## config.mk

```make
export PLATFORM = sky130hd
export DESIGN_NAME = hazard_detection
export DESIGN_NICKNAME = d
export VERILOG_FILES = /design/src/rtl/hazard_detection.sv
export SDC_FILE = /design/constraint.sdc
export NUM_CORES = 1
export LEC_CHECK = 0
export CORE_ASPECT_RATIO = 1.25
export CORE_MARGIN = 4
export CORE_UTILIZATION = 35
export DETAILED_ROUTE_END_ITERATION = 12
export PLACE_DENSITY = 0.71
export SETUP_SLACK_MARGIN = 0.3
export SLEW_MARGIN = 20
export SYNTH_ARGS = -nofsm -noshare
export SYNTH_HDL_FRONTEND = slang
export SYNTH_SLANG_ARGS = --single-unit
```

## constraint.sdc

```tcl
create_clock -name clock -period 2.55 [get_ports clock]
set_input_delay 0.3825 -clock clock [delete_from_list [all_inputs] [get_ports clock]]
set_output_delay 0.3825 -clock clock [all_outputs]
set_load 0.005 [all_outputs]
```

## src/rtl/hazard_detection.sv

```systemverilog
// Decode-stage hazard unit: stalls the front end for load-use and decode-resolved
// branch dependencies, flushes IF/ID on taken branches, and keeps saturating statistics.
module hazard_detection #(
  parameter int CNT_W = 16
) (
  input  logic             clock,
  input  logic             reset,
  input  logic [4:0]       idRs,
  input  logic [4:0]       idRt,
  input  logic             idUsesRt,
  input  logic             idBranch,
  input  logic             branchTaken,
  input  logic             exMemRead,
  input  logic             exRegWrite,
  input  logic [4:0]       exWriteRegister,
  input  logic             memMemRead,
  input  logic [4:0]       memWriteRegister,
  output logic             pcWrite,
  output logic             ifIdWrite,
  output logic             idExBubble,
  output logic             ifIdFlush,
  output logic             stalling,
  output logic [CNT_W-1:0] stallCycles,
  output logic [CNT_W-1:0] flushCount
);

  typedef enum logic {RUN, HOLD} state_t;

  localparam logic [CNT_W-1:0] CNT_MAX = '1;

  state_t     state;
  logic [1:0] depth;
  logic       stall;

  // Register 0 is hardwired to zero, so it can never carry a real dependency.
  function automatic logic src_match(input logic [4:0] r);
    return (r != 5'd0) &&
           ((r == idRs) || ((idUsesRt || idBranch) && (r == idRt)));
  endfunction

  // NOTE: every signal driven in always_comb gets a default first so no path leaves it
  // unassigned; otherwise synthesis infers a latch.
  always_comb begin
    depth = 2'd0;
    if (idBranch && exMemRead && src_match(exWriteRegister))
      depth = 2'd2;
    else if (exMemRead && src_match(exWriteRegister))
      depth = 2'd1;
    else if (idBranch && exRegWrite && src_match(exWriteRegister))
      depth = 2'd1;
    else if (idBranch && memMemRead && src_match(memWriteRegister))
      depth = 2'd1;
  end

  assign stall = (state == HOLD) || (depth != 2'd0);

  // Reset forces a bubble and a flush so nothing stale leaves decode.
  always_comb begin
    pcWrite    = 1'b1;
    ifIdWrite  = 1'b1;
    idExBubble = 1'b0;
    ifIdFlush  = 1'b0;
    stalling   = 1'b0;
    if (reset) begin
      pcWrite    = 1'b0;
      ifIdWrite  = 1'b0;
      idExBubble = 1'b1;
      ifIdFlush  = 1'b1;
    end else if (stall) begin
      pcWrite    = 1'b0;
      ifIdWrite  = 1'b0;
      idExBubble = 1'b1;
      stalling   = 1'b1;
    end else if (idBranch && branchTaken) begin
      ifIdFlush  = 1'b1;
    end
  end

  // NOTE: sequential state uses non-blocking assignments so every register samples
  // pre-edge values, independent of statement order.
  always_ff @(posedge clock) begin
    if (reset) begin
      state       <= RUN;
      stallCycles <= '0;
      flushCount  <= '0;
    end else begin
      state <= (state == RUN && depth == 2'd2) ? HOLD : RUN;
      if (stalling && stallCycles != CNT_MAX)
        stallCycles <= stallCycles + 1'b1;
      if (ifIdFlush && flushCount != CNT_MAX)
        flushCount <= flushCount + 1'b1;
    end
  end

endmodule

```

Word level (Yosys, flattened, before mapping)
Cells that the tools add are included.
{"block": "classes", "n_addsub": 2, "eq_ne": 7, "n_mux": 13, "n_bitwise": 1, "reduce_logical": 22}
{"cell": "16-bit by 1-bit adder with 16-bit output (second input constant)", "n": 2}
{"cell": "16-bit inequality test (second input constant)", "n": 2}
{"cell": "5-bit equality test", "n": 4}
{"cell": "1-bit logical AND", "n": 15}
{"cell": "1-bit 2-to-1 mux", "n": 12}
{"cell": "5-bit nonzero test", "n": 2}
{"cell": "1-bit logical OR", "n": 4}
{"cell": "2-bit equality test (second input constant)", "n": 1}
{"cell": "2-bit 2-to-1 mux", "n": 1}
{"cell": "2-bit nonzero test", "n": 1}
{"cell": "1-bit NOT", "n": 1}
{"block": "totals", "regBits": 33, "inputBits": 28, "output_inout_bits": 37, "word_cells": 48}

Logic depth before layout (Yosys ltp)
Gate-level depths: netlist (run 1).
{"block": "logic_depth", "word_depth": 14, "mapped_depth": 9, "mapped_depth_nobuf": 6}

Worst setup path after synthesis (run 1)
OpenSTA, ideal clock, no wires.
{"block": "synth_timing", "kind": "input-to-reg", "start": "input port exWriteRegister[1]", "end": "register flushCount[11]", "setup_ns": 0.123, "arrival_time_ns": 2.043, "required_ns": 2.427, "setup_slack_ns": 0.384, "stages": 7, "n_path_buf": 1, "path_cell_list": "or4_1 -> nor2_1 -> or2_2 -> o22ai_2 -> buf_2 -> nor4_1 -> mux2_1"}
{"block": "synth_via", "elab_chain_len": 13, "elab_cells_between_ends": 17, "cone_classes": "eq/ne (2); mux (5); reduce/logical (10)"}
{"item": "start: declaration", "line": "15", "source": "input logic [4:0] exWriteRegister,"}
{"item": "5-bit equality test", "line": "38", "source": "((r == idRs) || ((idUsesRt || idBranch) && (r == idRt)));"}
{"item": "1-bit logical AND", "line": "38"}
{"item": "1-bit logical OR", "line": "38"}
{"item": "1-bit logical AND (*)", "line": "37", "source": "return (r != 5'd0) &&"}
{"item": "1-bit logical AND", "line": "49", "source": "else if (idBranch && exRegWrite && src_match(exWriteRegister))"}
{"item": "1-bit 2-to-1 mux", "line": "49"}
{"item": "1-bit 2-to-1 mux", "line": "47", "source": "else if (exMemRead && src_match(exWriteRegister))"}
{"item": "2-bit 2-to-1 mux (*)", "line": "45", "source": "if (idBranch && exMemRead && src_match(exWriteRegister))"}
{"item": "2-bit nonzero test (*)", "line": "55", "source": "assign stall = (state == HOLD) || (depth != 2'd0);"}
{"item": "1-bit logical OR (*)", "line": "55"}
{"item": "1-bit 2-to-1 mux (*)", "line": "69", "source": "end else if (stall) begin"}
{"item": "1-bit 2-to-1 mux (*)", "line": "64", "source": "if (reset) begin"}
{"item": "1-bit logical AND (*)", "line": "90", "source": "if (ifIdFlush && flushCount != CNT_MAX)"}
{"item": "end signal: assignment", "line": "91", "source": "flushCount <= flushCount + 1'b1;"}
{"item": "end: declaration", "line": "24", "source": "output logic [CNT_W-1:0] flushCount"}
Every way passes the cells marked *; elsewhere a longest branch is shown, timed or not.
A chain may end at the register's enable or synchronous reset.

Final worst setup path (run 1)
{"block": "layout_timing", "start": "input port exMemRead", "end": "register stallCycles[2]"}
{"block": "layout_via", "elab_chain_len": 8, "elab_cells_between_ends": 10, "cone_classes": "mux (4); reduce/logical (6)"}
{"item": "start: declaration", "line": "13", "source": "input logic exMemRead,"}
{"item": "1-bit logical AND, on equally long branches", "line": "47, 45"}
{"item": "1-bit 2-to-1 mux / 1-bit logical AND (equally long branches)", "line": "47, 45"}
{"item": "2-bit 2-to-1 mux (*)", "line": "45"}
{"item": "2-bit nonzero test (*)", "line": "55"}
{"item": "1-bit logical OR (*)", "line": "55"}
{"item": "1-bit 2-to-1 mux (*)", "line": "69"}
{"item": "1-bit 2-to-1 mux (*)", "line": "64"}
{"item": "1-bit logical AND (*)", "line": "88", "source": "if (stalling && stallCycles != CNT_MAX)"}
{"item": "end signal: assignment", "line": "89", "source": "stallCycles <= stallCycles + 1'b1;"}
{"item": "end: declaration", "line": "23", "source": "output logic [CNT_W-1:0] stallCycles,"}
Marked as above.

==> flow_summary.yaml, run 1 <==
run_status:
  status: "finished, final reports clean"
detailed_routing:
  routed_wl_um: 6360
  drc_errors: 0
  viasPerCell: 5.42
  num_vias: 2200
  dr.pass1.iters: 4
  drtIter0Drc: 87
  wl_per_cell_um: 15.7
  drtAntennaViolNets: 0
floorplanning:
  ios: 65
  die_h_um: 94.0
  core_mm2: 0.00578
  rows: 31
  initial_core_util: 0.359
  dieArea_mm2: 0.00722
  die_w_um: 76.8
sta:
  max_freq_ghz: 0.429
  hold_violations: 0
  rsz0062_at_grt: "yes"
  final.min_clock_period_ns: 2.33
  setup_violations: 0
  min_period_over_period: 0.913
  tns_ns: 0
  worstMarginPinSlew_ns: 0.559
  maxSlewHeadroom: 0.626
  clock_skew_ns: 0.00451
  drv_slew: 0
job:
  max_cap_violations: 0
synthesis:
  ys_warn_count: 0
  yosysSeqAreaShare: 0.319
  syn_avg_cell_area_um2: 8.22
  synth_seq_cells: 33
  syn-cell-area_mm2: 0.00207
  synth_async_sr_flop_share: 0
  synth-edff-count: 0
  synth_fp_nets: 282
  yosysUniqueCellTypes: 41
  ys.flop_type: "dfxtp_1"
  syn_inst: 252
placed_design:
  dpl-instance-area_mm2: 0.00288
  io_buffer_count: 64
  dp.final_hpwl_um: 4300
  place.gp.congestion: 0.920
  placedCellCount: 387
cells_and_area:
  finalNetCount: 369
  seq_area_um2: 661
  layout-drive-gt1-share: 0.341
  multi_input_area_mm2: 0.00157
  n_antenna_cell: 0
  fin_area_mm2: 0.00334
  fillers: 500
  area_growth_syn_to_layout_pct: 61.1
  stdcell_count: 406
clock_tree:
  cts-hold-fix-buffers: 0
  clock_tree.root_cell: "clkbuf_8"
  cts_buffers: 5
  cts_max_level: 2
  cts.path.max_buffers: 2
  cts_tree: "yes"
  clk_pin_slew_ns: 0.07
  clock-sinks: 33
  clk_latency_ns: 0.29
hold_path:
  hp-class: "reg2reg"
critical_path:
  crit_type: "in2reg"
  arrival_ns: 2.54
  crit_family: "buffers and inverters"
  cpPeakStageDelay_ns: 0.51
  worst_setup_path_end_kind: "register"
  slowest_stage: "clkdlybuf4s50_1"
  start_kind: "input port"
  path_cells: "clkdlybuf4s50_1 -> a21oi_2 -> or2_4 -> o221a_4 -> buf_6 -> buf_8 -> buf_8 -> or4_4 -> a21oi_2"
  critical_path.max_fanout: 7
  cp.required_ns: 2.76
  cp_num_buf_inv: 4
grt:
  grt_usage: 0.170
  grt_max_degree: 36
  grt-ovfl-total: 0
  antenna_found_initial: 0
  grt.met2_usage: 0.308
  grt-busiest-layer: "met2"
  grt_pass1_wl_um: 9920
  use_met1: 0.192
  grt_pass1_vias: 2135
  use_met3: 0.0432
power_and_ir_drop:
  power_density_mw_per_mm2: 343
  leakagePower_nw: 1.19
  ir_worst_vdd_uv: 356
  p_total_mw: 1.15
[layout by cell type, fill, tap and decap left out, types with 3 or more instances in the layout]
cell type and instances:
nor4_2 3, dlygate4sd2_1 7, nor4_4 3, or4_4 10, dfxtp_1 33, xnor2_1 7, mux2_4 4, mux2_1 5
a21oi_1 10, xnor2_2 4, clkbuf_8 5, clkdlybuf4s50_1 36, buf_6 9, nand3_1 16, nor2_2 4, or3_1 5
a21oi_2 13, buf_2 8, and3_1 7, o21ai_0 6, xor2_1 8, buf_8 4, buf_4 20, or4_1 8
nand2_1 10, nand4_1 4, nor3_1 3, inv_1 7, nor2b_1 9, nor2_1 14, o31ai_1 14, clkbuf_2 7
[cells by family after synthesis]
family | synth area share
AOI/OAI and AO/OA | 0.178
DFF | 0.319
muxes | 0.0489
adders and majority gates | 0.0121
buffers and inverters | 0.0525
and+or+nand+nor | 0.305
xor gates and xnor gates | 0.0845
[state kept, by name, indices dropped and copies added (netlist names)]
register,cells
flushCount,16
stallCycles,16
state,1
[Yosys cell counts (7+ instances only)]
master     n  area (um^2)
a21oi_1   23          115
and3_1     7         43.8
clkbuf_1   9         33.8
dfxtp_1   33          661
inv_1      7         26.3
nand2_1   10         37.5
nand3_1   16         80.1
nor2_1    18         67.6
nor2b_1    9         56.3
nor4_1     7         43.8
o31ai_1   16          120
or4_1     18          135
xnor2_1   11         96.3
xor2_1     9         78.8
[routing by layer]
| layer | routed length, um | up-vias |
|---|---|---|
| li1 | - | 1109 |
| met1 | 2630 | 1033 |
| met2 | 3410 | 48 |
| met3 | 233 | 10 |
| met4 | 94 | 0 |
| met5 | 0 | - |
[where the power goes]
part	switching, mW	internal, mW
clock network	0.203	0.188
registers	0.00352	0.518
logic	0.109	0.124
total	0.316	0.830
[what timing repair did]
action,4_1_cts,5_1_grt
pin swaps,24,43
setup buffers,6,3
cloned,1,1
setup endpoints to repair,34,31
resized for setup,101,51
[final cells by class]
type,instances,area share
multi-input combinational,195,0.470
timing repair buffer,97,0.274
sequential,33,0.198
tap,66,0.0247
clock buffer,5,0.0206
inverter,7,0.00787
clock inverter,3,0.00525
[worst reg2reg max path: stages (launching register included)]
cell	delay, ns
dfxtp_1	0.34
and3_1	0.20
and3_1	0.19
and2_1	0.19
a31o_2	0.40
nor4_4	0.30
mux2_1	0.34
[stage by stage]
step	hold WS, ns	setup WS (ns)	utilization
finish	0.516	0.222	0.578
global route	0.545	0.202	0.578
CTS	0.522	0.246	0.546
detailed placement	0.507	-0.396	0.498
global placement	0.476	-0.386	0.498
floorplan	0.476	0.384	-
[path summary, 6_finish.rpt]
| path | start | endpoint | depth (start not counted) | slack (ns) |
|---|---|---|---|---|
| setup / recovery | exMemRead | stallCycles[2]$_SDFFE_PP0P_ | 9 | 0.22 |
| hold / removal | flushCount[8]$_SDFFE_PP0P_ | flushCount[8]$_SDFFE_PP0P_ | 2 | 0.52 |
| setup reg to reg | flushCount[8]$_SDFFE_PP0P_ | flushCount[15]$_SDFFE_PP0P_ | 6 | 0.47 |
| hold reg to reg | flushCount[8]$_SDFFE_PP0P_ | flushCount[8]$_SDFFE_PP0P_ | 2 | 0.52 |
Power figures use the tool's default switching activity.
==> run 2: changes to the inputs <==
SETUP_SLACK_MARGIN = 0.1   (was 0.3)
==> run 2 against run 1 <==
Combinational power fell by 8%. Non-clock buffer count fell by 1. Power down 1.9%. Die area did not move. Utilization fell by 1.9 points. Register-to-register slack about the same. Clock skew increased by 0.00084 ns. Via count is 0.41% lower. Clock power about the same. Highest routed layer unchanged.
==> flow_summary.yaml, run 2 (same netlist as run 1, synthesis figures left out) <==
cells_and_area:
  layout.cells.most_common_list: "clkdlybuf4s50_1 (38), dfxtp_1 (33), buf_4 (24)"
  finalNetCount: 368
  layout-drive-gt1-share: 0.251
  fillers: 517
  top_regs: "flushCount: 16 flops, stallCycles: 16 flops, state: 1 flops"
  final_util: 0.558
  n_antenna_cell: 0
  stdcell_count: 405
  final_common_cell: "clkdlybuf4s50_1"
  area_growth_syn_to_layout_pct: 55.7
sta:
  max_freq_ghz: 0.416
  drv_slew: 0
  maxSlewHeadroom: 0.659
  hold_violations: 0
  final.min_clock_period_ns: 2.40
  worstMarginPinSlew_ns: 0.510
  setup_violations: 0
  min_period_over_period: 0.943
  clock_skew_ns: 0.00535
  rsz0062_at_grt: "no"
detailed_routing:
  viasPerCell: 5.41
  drtAntennaViolNets: 0
  drtIter0Drc: 96
  routed_wl_um: 6120
  dr.pass1.iters: 4
  num_vias: 2191
  wl_per_cell_um: 15.1
  drc_errors: 0
clock_tree:
  cts_buffers: 5
  cts-hold-fix-buffers: 0
  clock-sinks: 33
  cts_tree: "yes"
  cts.path.max_buffers: 2
  cts_max_level: 2
  clock_tree.root_cell: "clkbuf_8"
  clk_pin_slew_ns: 0.07
  clk_latency_ns: 0.28
critical_path:
  start_kind: "input port"
  arrival_ns: 2.02
  crit_family: "simple AND/OR/NAND/NOR gates"
  path_cells: "dlygate4sd2_1 -> or4_1 -> nor2_2 -> or2_4 -> o221a_4 -> nand2b_1 -> dlygate4sd2_1"
  critical_path.max_fanout: 3
  slowest_stage: "or4_1"
  crit_type: "in2out"
  cp.required_ns: 2.17
  worst_setup_path_end_kind: "output port"
  cpPeakStageDelay_ns: 0.53
  crit_top_cell: "dlygate4sd2_1"
  cp_num_buf_inv: 2
placed_design:
  place.gp.congestion: 0.920
  placedCellCount: 387
  io_buffer_count: 64
  dp.final_hpwl_um: 4300
floorplanning:
  rows: 31
  die_h_um: 94.0
  dieArea_mm2: 0.00722
  initial_core_util: 0.359
  die_w_um: 76.8
  ios: 65
  core_mm2: 0.00578
grt:
  grt-ovfl-total: 0
  grt_max_degree: 36
  antenna_found_initial: 0
  grt_usage: 0.166
  grt_pass1_wl_um: 9700
  grt_pass1_vias: 2130
power_and_ir_drop:
  power_density_mw_per_mm2: 349
  p_total_mw: 1.12
  ir_worst_vdd_uv: 358
  leakagePower_nw: 1.17
run_status:
  status: "finished, final reports clean"
job:
  max_cap_violations: 0
hold_path:
  hp-class: "reg2reg"
==> run 2: cell count changes in the layout (fill, tap and decap cells not counted), sizes merged <==
cell and change:
dlygate4sd2 +10, buf -9, clkbuf -4, clkdlybuf4s15 -2, clkdlybuf4s50 +2, bufbuf +1
dlymetal6s2s +1
==> run 2: routing by layer <==
| metal | track usage | up-vias | share of wire |
|---|---|---|---|
| met1 | 0.187 | 1016 | 0.41 |
| met4 | 0.0514 | 0 | 0.010 |
| met5 | 0 | - | 0 |
| li1 | - | 1113 | - |
| met2 | 0.302 | 56 | 0.54 |
| met3 | 0.0422 | 6 | 0.045 |
==> run 2: stage by stage <==
stage                     area [um^2]  setup WS (ns)  TNS, ns  hold slack, ns
after floorplan                  2070          0.384        0           0.476
after global placement           2880         -0.386    -6.01           0.476
after detailed placement         2880         -0.396    -6.90           0.507
after CTS                        3100          0.107        0           0.522
after global routing             3230          0.104        0           0.545
final                            3230          0.145        0           0.516
==> run 2: cell type report <==
cell class / count / area (um^2) / share of cell area
clock buffer: 5 / 68.8 / 0.0213
clock inverter: 3 / 17.5 / 0.00543
inverter: 7 / 26.3 / 0.00815
multi-input combinational: 195 / 1460 / 0.453
sequential: 33 / 661 / 0.205
tap: 66 / 82.6 / 0.0256
timing repair buffer: 96 / 908 / 0.282
==> run 2: timing repair <==
item                                    in CTS  in global routing
pin swaps                                   17                 10
setup buffers                                6                  2
endpoints found under the setup margin      14                 27
gates resized for setup                     58                 29
cloned                                       1                  1
==> run 2: worst register-to-register path, cell delays in order, from the launching register on <==
cell,delay (ns)
dfxtp_1,0.34
and3_1,0.20
and3_1,0.19
and2_1,0.19
a31o_2,0.40
nor4_2,0.31
mux2_1,0.35
==> run 2: power by group <==
part	switching (mW)	total, mW	internal, mW
Sequential	0.00346	0.522	0.518
Combinational	0.0992	0.215	0.116
Clock	0.199	0.388	0.188
==> run 2: final timing paths <==
check	from	to	slack (ns)	cells past startpoint
max reg2reg	flushCount[8]$_SDFFE_PP0P_	flushCount[15]$_SDFFE_PP0P_	0.46	6
min	flushCount[5]$_SDFFE_PP0P_	flushCount[5]$_SDFFE_PP0P_	0.52	2
min reg2reg	flushCount[5]$_SDFFE_PP0P_	flushCount[5]$_SDFFE_PP0P_	0.52	2
max	exWriteRegister[1]	idExBubble	0.15	7
